## src/rtl/cic_5stage.sv

```systemverilog
// -----------------------------------------------------------------------------
// cic_5stage -- five-integrator / five-comb CIC decimator (M = 1)
//
// The integrators run at the input rate. The combs run only on dec_clk
// strobes. The comb output is scaled down by S = 5*ceil(log2(R)), which gives
// unity DC gain for power-of-two R.
//
// Ports
//   clock     sole clock, rising edge
//   reset     asynchronous, active-high; clears every register
//   dec_clk   decimation strobe. The comb delays and dout update on clocks
//             where it is high.
//   dec_rate  decimation factor R (0 behaves as 1); only used to pick S
//   din       signed input sample, one per clock
//   dout      signed decimated output, registered
//
// Optional feature: define CIC_ROUND_EN to round half-up before the shift
// and saturate to the signed OUTPUT_WIDTH range. When it is undefined, dout
// is the plain truncated shift.
// -----------------------------------------------------------------------------
module cic_5stage #(
  parameter int INPUT_WIDTH  = 16,
  parameter int OUTPUT_WIDTH = 16,
  parameter int ACC_WIDTH    = INPUT_WIDTH + 40
) (
  input  logic                    clock,
  input  logic                    reset,
  input  logic                    dec_clk,
  input  logic [7:0]              dec_rate,
  input  logic [INPUT_WIDTH-1:0]  din,
  output logic [OUTPUT_WIDTH-1:0] dout
);

  localparam int STAGES = 5;

  typedef logic signed [ACC_WIDTH-1:0] acc_t;

  // Integrator chain: every stage adds the previous stage's register.
  // This gives one clock of latency per stage, so five clocks in total.
  acc_t din_ext;
  acc_t integ_q [STAGES];
  acc_t integ_d [STAGES];

  // Comb chain. comb_c[0] is the last integrator. comb_c[k+1] is
  // comb_c[k] minus that stage's delay register.
  acc_t comb_dly_q [STAGES];
  acc_t comb_c     [STAGES+1];

  logic [5:0]              shift_s;
  logic [OUTPUT_WIDTH-1:0] dout_q, dout_d;

  // S = 5*ceil(log2(R)). ceil(log2(R)) is the bit length of R-1, and R=0
  // is folded onto R=1.
  function automatic logic [5:0] shift_of(input logic [7:0] r);
    logic [7:0] rm1;
    logic [5:0] lg;
    rm1 = (r == 8'd0) ? 8'd0 : r - 8'd1;
    lg  = '0;
    for (int i = 0; i < 8; i++)
      if (rm1[i]) lg = 6'(i + 1);
    return (lg << 2) + lg;
  endfunction

  assign shift_s = shift_of(dec_rate);
  assign din_ext = {{(ACC_WIDTH-INPUT_WIDTH){din[INPUT_WIDTH-1]}}, din};

  // Wrap-around is intended: with modulo arithmetic, the comb differences
  // are still exact even though the integrators overflow.
  always_comb begin
    integ_d[0] = integ_q[0] + din_ext;
    for (int k = 1; k < STAGES; k++)
      integ_d[k] = integ_q[k] + integ_q[k-1];
  end

  always_comb begin
    comb_c[0] = integ_q[STAGES-1];
    for (int k = 0; k < STAGES; k++)
      comb_c[k+1] = comb_c[k] - comb_dly_q[k];
  end

`ifdef CIC_ROUND_EN
  // Round half up, then saturate. The bias add is modulo ACC_WIDTH like the
  // rest of the datapath.
  localparam acc_t OUT_MAX = acc_t'({{(ACC_WIDTH-OUTPUT_WIDTH+1){1'b0}},
                                     {(OUTPUT_WIDTH-1){1'b1}}});
  localparam acc_t OUT_MIN = acc_t'({{(ACC_WIDTH-OUTPUT_WIDTH+1){1'b1}},
                                     {(OUTPUT_WIDTH-1){1'b0}}});
  acc_t rnd_bias, biased, shifted;

  always_comb begin
    rnd_bias = '0;
    if (shift_s != 6'd0) rnd_bias = acc_t'(1) << (shift_s - 6'd1);
    biased  = comb_c[STAGES] + rnd_bias;
    shifted = biased >>> shift_s;
    if (shifted > OUT_MAX)
      dout_d = OUT_MAX[OUTPUT_WIDTH-1:0];
    else if (shifted < OUT_MIN)
      dout_d = OUT_MIN[OUTPUT_WIDTH-1:0];
    else
      dout_d = shifted[OUTPUT_WIDTH-1:0];
  end
`else
  // Arithmetic shift, then keep the low OUTPUT_WIDTH bits.
  always_comb begin
    dout_d = OUTPUT_WIDTH'(comb_c[STAGES] >>> shift_s);
  end
`endif

  always_ff @(posedge clock or posedge reset) begin
    if (reset) begin
      for (int k = 0; k < STAGES; k++) begin
        integ_q[k]    <= '0;
        comb_dly_q[k] <= '0;
      end
      dout_q <= '0;
    end else begin
      for (int k = 0; k < STAGES; k++)
        integ_q[k] <= integ_d[k];
      // Strobe spacing is not checked. If dec_clk is held high, the combs
      // and dout update on every clock.
      if (dec_clk) begin
        for (int k = 0; k < STAGES; k++)
          comb_dly_q[k] <= comb_c[k];
        dout_q <= dout_d;
      end
    end
  end

  assign dout = dout_q;

endmodule

```

## config.mk

```make
export PLATFORM = sky130hd
export DESIGN_NAME = cic_5stage
export DESIGN_NICKNAME = d
export VERILOG_FILES = /design/src/rtl/cic_5stage.sv
export SDC_FILE = /design/constraint.sdc
export NUM_CORES = 2
export LEC_CHECK = 0
export BUFFER_PORTS_ARGS = -buffer_cell sky130_fd_sc_hd__buf_2
export CORE_ASPECT_RATIO = 1.4
export CORE_UTILIZATION = 40
export CTS_CLUSTER_DIAMETER = 40
export DETAILED_ROUTE_END_ITERATION = 10
export SETUP_SLACK_MARGIN = 0.02
export SLEW_MARGIN = 20
export SYNTH_ARGS = -nofsm -noshare
export SYNTH_HDL_FRONTEND = slang
export SYNTH_SLANG_ARGS = --single-unit
```

## constraint.sdc

```tcl
create_clock -name clock -period 19.9 [get_ports clock]
set_input_delay 1.99 -clock clock [delete_from_list [all_inputs] [get_ports clock]]
set_output_delay 1.99 -clock clock [all_outputs]
set_load 0.01 [all_outputs]
```

==> impl_metrics.py <==
metrics = {
    "global_routing": {
        "grt_pass1_wl_um": 205000,
        "track_usage_pct": 19.3,
        "grt_pass1_vias": 42950,
        "grt_start_max_net_pins": 152,
        "grt_antenna_before_repair": 0,
        "grt_overflow_total": 0,
    },
    "sta": {
        "rsz0062_at_grt": "no",
        "setup_viol": 0,
        "skew_ps": 38.8,
        "worst_slew_pin_slew_ps": 1180,
        "max_freq_mhz": 69.3,
        "period_share_pct": 72.5,
        "setup-tns-final_ps": 0,
        "timing.max_slew.rel_slack_pct": 20.4,
        "maxSlewViolCount": 0,
        "finalHoldViolations": 0,
        "fin_crit_ps": 14430,
    },
    "yosys": {
        "yosys.cell_types.count": 95,
        "yosys.area.top_type": "dfrtp_1",
        "synth_area_per_cell_um2": 8.36,
        "ys_top_cells_by_count": "dfrtp_1 (576), ha_1 (554), o21ai_0 (551)",
        "yosysMostFrequentCell": "dfrtp_1",
        "syn-num-nets": 6588,
        "ys_async_sr_fraction_pct": 100,
        "seq_area_frac_synth_pct": 28.8,
        "synth_edf_count": 0,
        "yosysWarnings": 0,
        "netlist_top_cells_area": "dfrtp_1 (29%), ha_1 (14%), xnor2_1 (6.0%)",
        "synth_seq_cells": 576,
        "syn_area_mm2": 0.0501,
        "synth_cells": 5997,
        "synth_ff_type": "dfrtp_1",
        "synth_top_area_share_pct": 28.8,
    },
    "status": {
        "status": "complete, but fails checks",
        "failed_checks": "DRC",
    },
    "setup_path": {
        "startpoint_type": "flip-flop",
        "crit_arrival_ps": 15010,
        "slowest_delay_ps": 710,
        "worstPathRequired_ps": 20480,
        "path_class": "reg2reg",
        "cpMostUsedCell": "a21oi_1",
        "crit_path_top_delay_cell": "xnor2_1",
        "r2r_slack_ps": 5470,
        "path_max_fanout": 8,
        "r2r_cells": 61,
        "cp-end-kind": "flip-flop",
    },
    "floorplanning": {
        "start_util_pct": 40.3,
        "core_area_mm2": 0.124,
        "die_h_um": 421,
        "row_count": 153,
        "die_w_um": 301,
        "die_area_mm2": 0.127,
        "io_pins": 43,
    },
    "clocking": {
        "clkTransAtPathRegs_ps": 50,
        "cts-buffers-inserted": 102,
        "cts_tree": "built",
        "cts_root_buf": "clkbuf_16",
        "clockBufferDepth": 3,
        "cts_max_level": 3,
        "post_cts_buffers": 0,
        "cts_resized": 0,
        "cts.sinks": 576,
        "cts_hold_buf": 0,
        "clock_latency_ps": 690,
    },
    "routing": {
        "dr.pass1.iters": 9,
        "wl_per_cell_um": 15.9,
        "drc_errors": 11,
        "wl_um": 123000,
        "drtIter0Drc": 1915,
        "drt-vias-per-instance": 5.52,
        "antenna_left": 0,
        "vias": 42669,
    },
    "hold_path": {
        "hp-class": "reg2reg",
        "whs_path_depth": 2,
    },
    "placed_design": {
        "port_buffers": 42,
        "dp_hpwl_um": 95600,
        "place_congestion": 0.953,
    },
    "final_layout": {
        "drive_above_1_share_pct": 6.19,
        "area_growth_pct": 11.1,
        "layout.nets": 6606,
        "diodes": 0,
    },
    "flow_run": {
        "cap_violations": 0,
    },
}
[layout by cell type, fill, tap and decap left out, drive strengths merged, types with 61 or more instances in the layout]
cell type,synthesis,final
nor3,116,116
o21a,112,112
o211ai,61,61
a21oi,506,506
o21ai,556,556
ha,554,554
and3,76,76
o21bai,81,81
xor2,122,122
nand2b,78,78
nand3,116,116
a21o,309,309
dfrtp,576,576
nor2,399,399
inv,444,454
nor2b,70,70
a211oi,82,82
xnor2,345,345
clkbuf,114,129
nand2,519,519
buf,43,71
[cell families after synthesis]
| group | share of synthesized area, % |
|---|---|
| compound gates | 26.8 |
| flops | 28.8 |
| simple gates | 15.0 |
| mux | 2.31 |
| xor+xnor | 8.31 |
| buf+inv | 4.59 |
| fa+ha+maj | 14.2 |
[sequential cells by signal, indices dropped and copies added (netlist names)]
| name | count |
|---|---|
| comb_dly_q | 280 |
| dout | 16 |
| integ_q | 224 |
| comb_c | 56 |
[stage by stage]
stage               area [µm²]  hold WS (ps)  setup WS, ps  cells  utilization (%)
floorplan                50100           449          1800   5997                -
global placement         52000           462          5820   7537             41.8
detailed placement       52000           472          5570   7537             41.8
CTS                      55700           485          5480   7729             44.8
global route             55700           520          4080   7730             44.8
finish                   55700           487          5470   7730             44.8
[critical path, delay by kind of cell (launching register included)]
kind                     cells  cell delay (ps)
AO/OA/AOI/OAI               37             8600
XOR/XNOR                     4             1150
AND/OR/NAND/NOR             12             1920
adder cells (fa/ha/maj)      6             2120
buffers and inverters        2              110
flip-flops                   1              390
[worst paths after layout]
check,to,from
min in group asynchronous,integ_q[114],reset
min reg2reg,comb_dly_q[220],comb_dly_q[220]
max in group asynchronous,comb_dly_q[105],reset
max,dout[9],comb_c[280]
min,comb_dly_q[220],comb_dly_q[220]
max reg2reg,dout[9],comb_c[280]
[layer usage]
metal,track usage [%],routed length [µm]
met1,21.1,51100
met2,36.2,62100
met3,2.08,3230
met4,10.5,6200
met5,0,0
[cell type report]
type | instances | area, µm²
multi-input cells | 4818 | 33400
fillers | 12215 | 68600
well taps | 1627 | 2040
clock buffers | 129 | 2820
clock inverters | 63 | 855
flip-flops and latches | 576 | 14400
repair buffers | 71 | 463
inverters | 446 | 1680
Power is left out: the tool's default activity adds up to more than one toggle a clock period on the data nets, which glitch-free logic cannot reach.
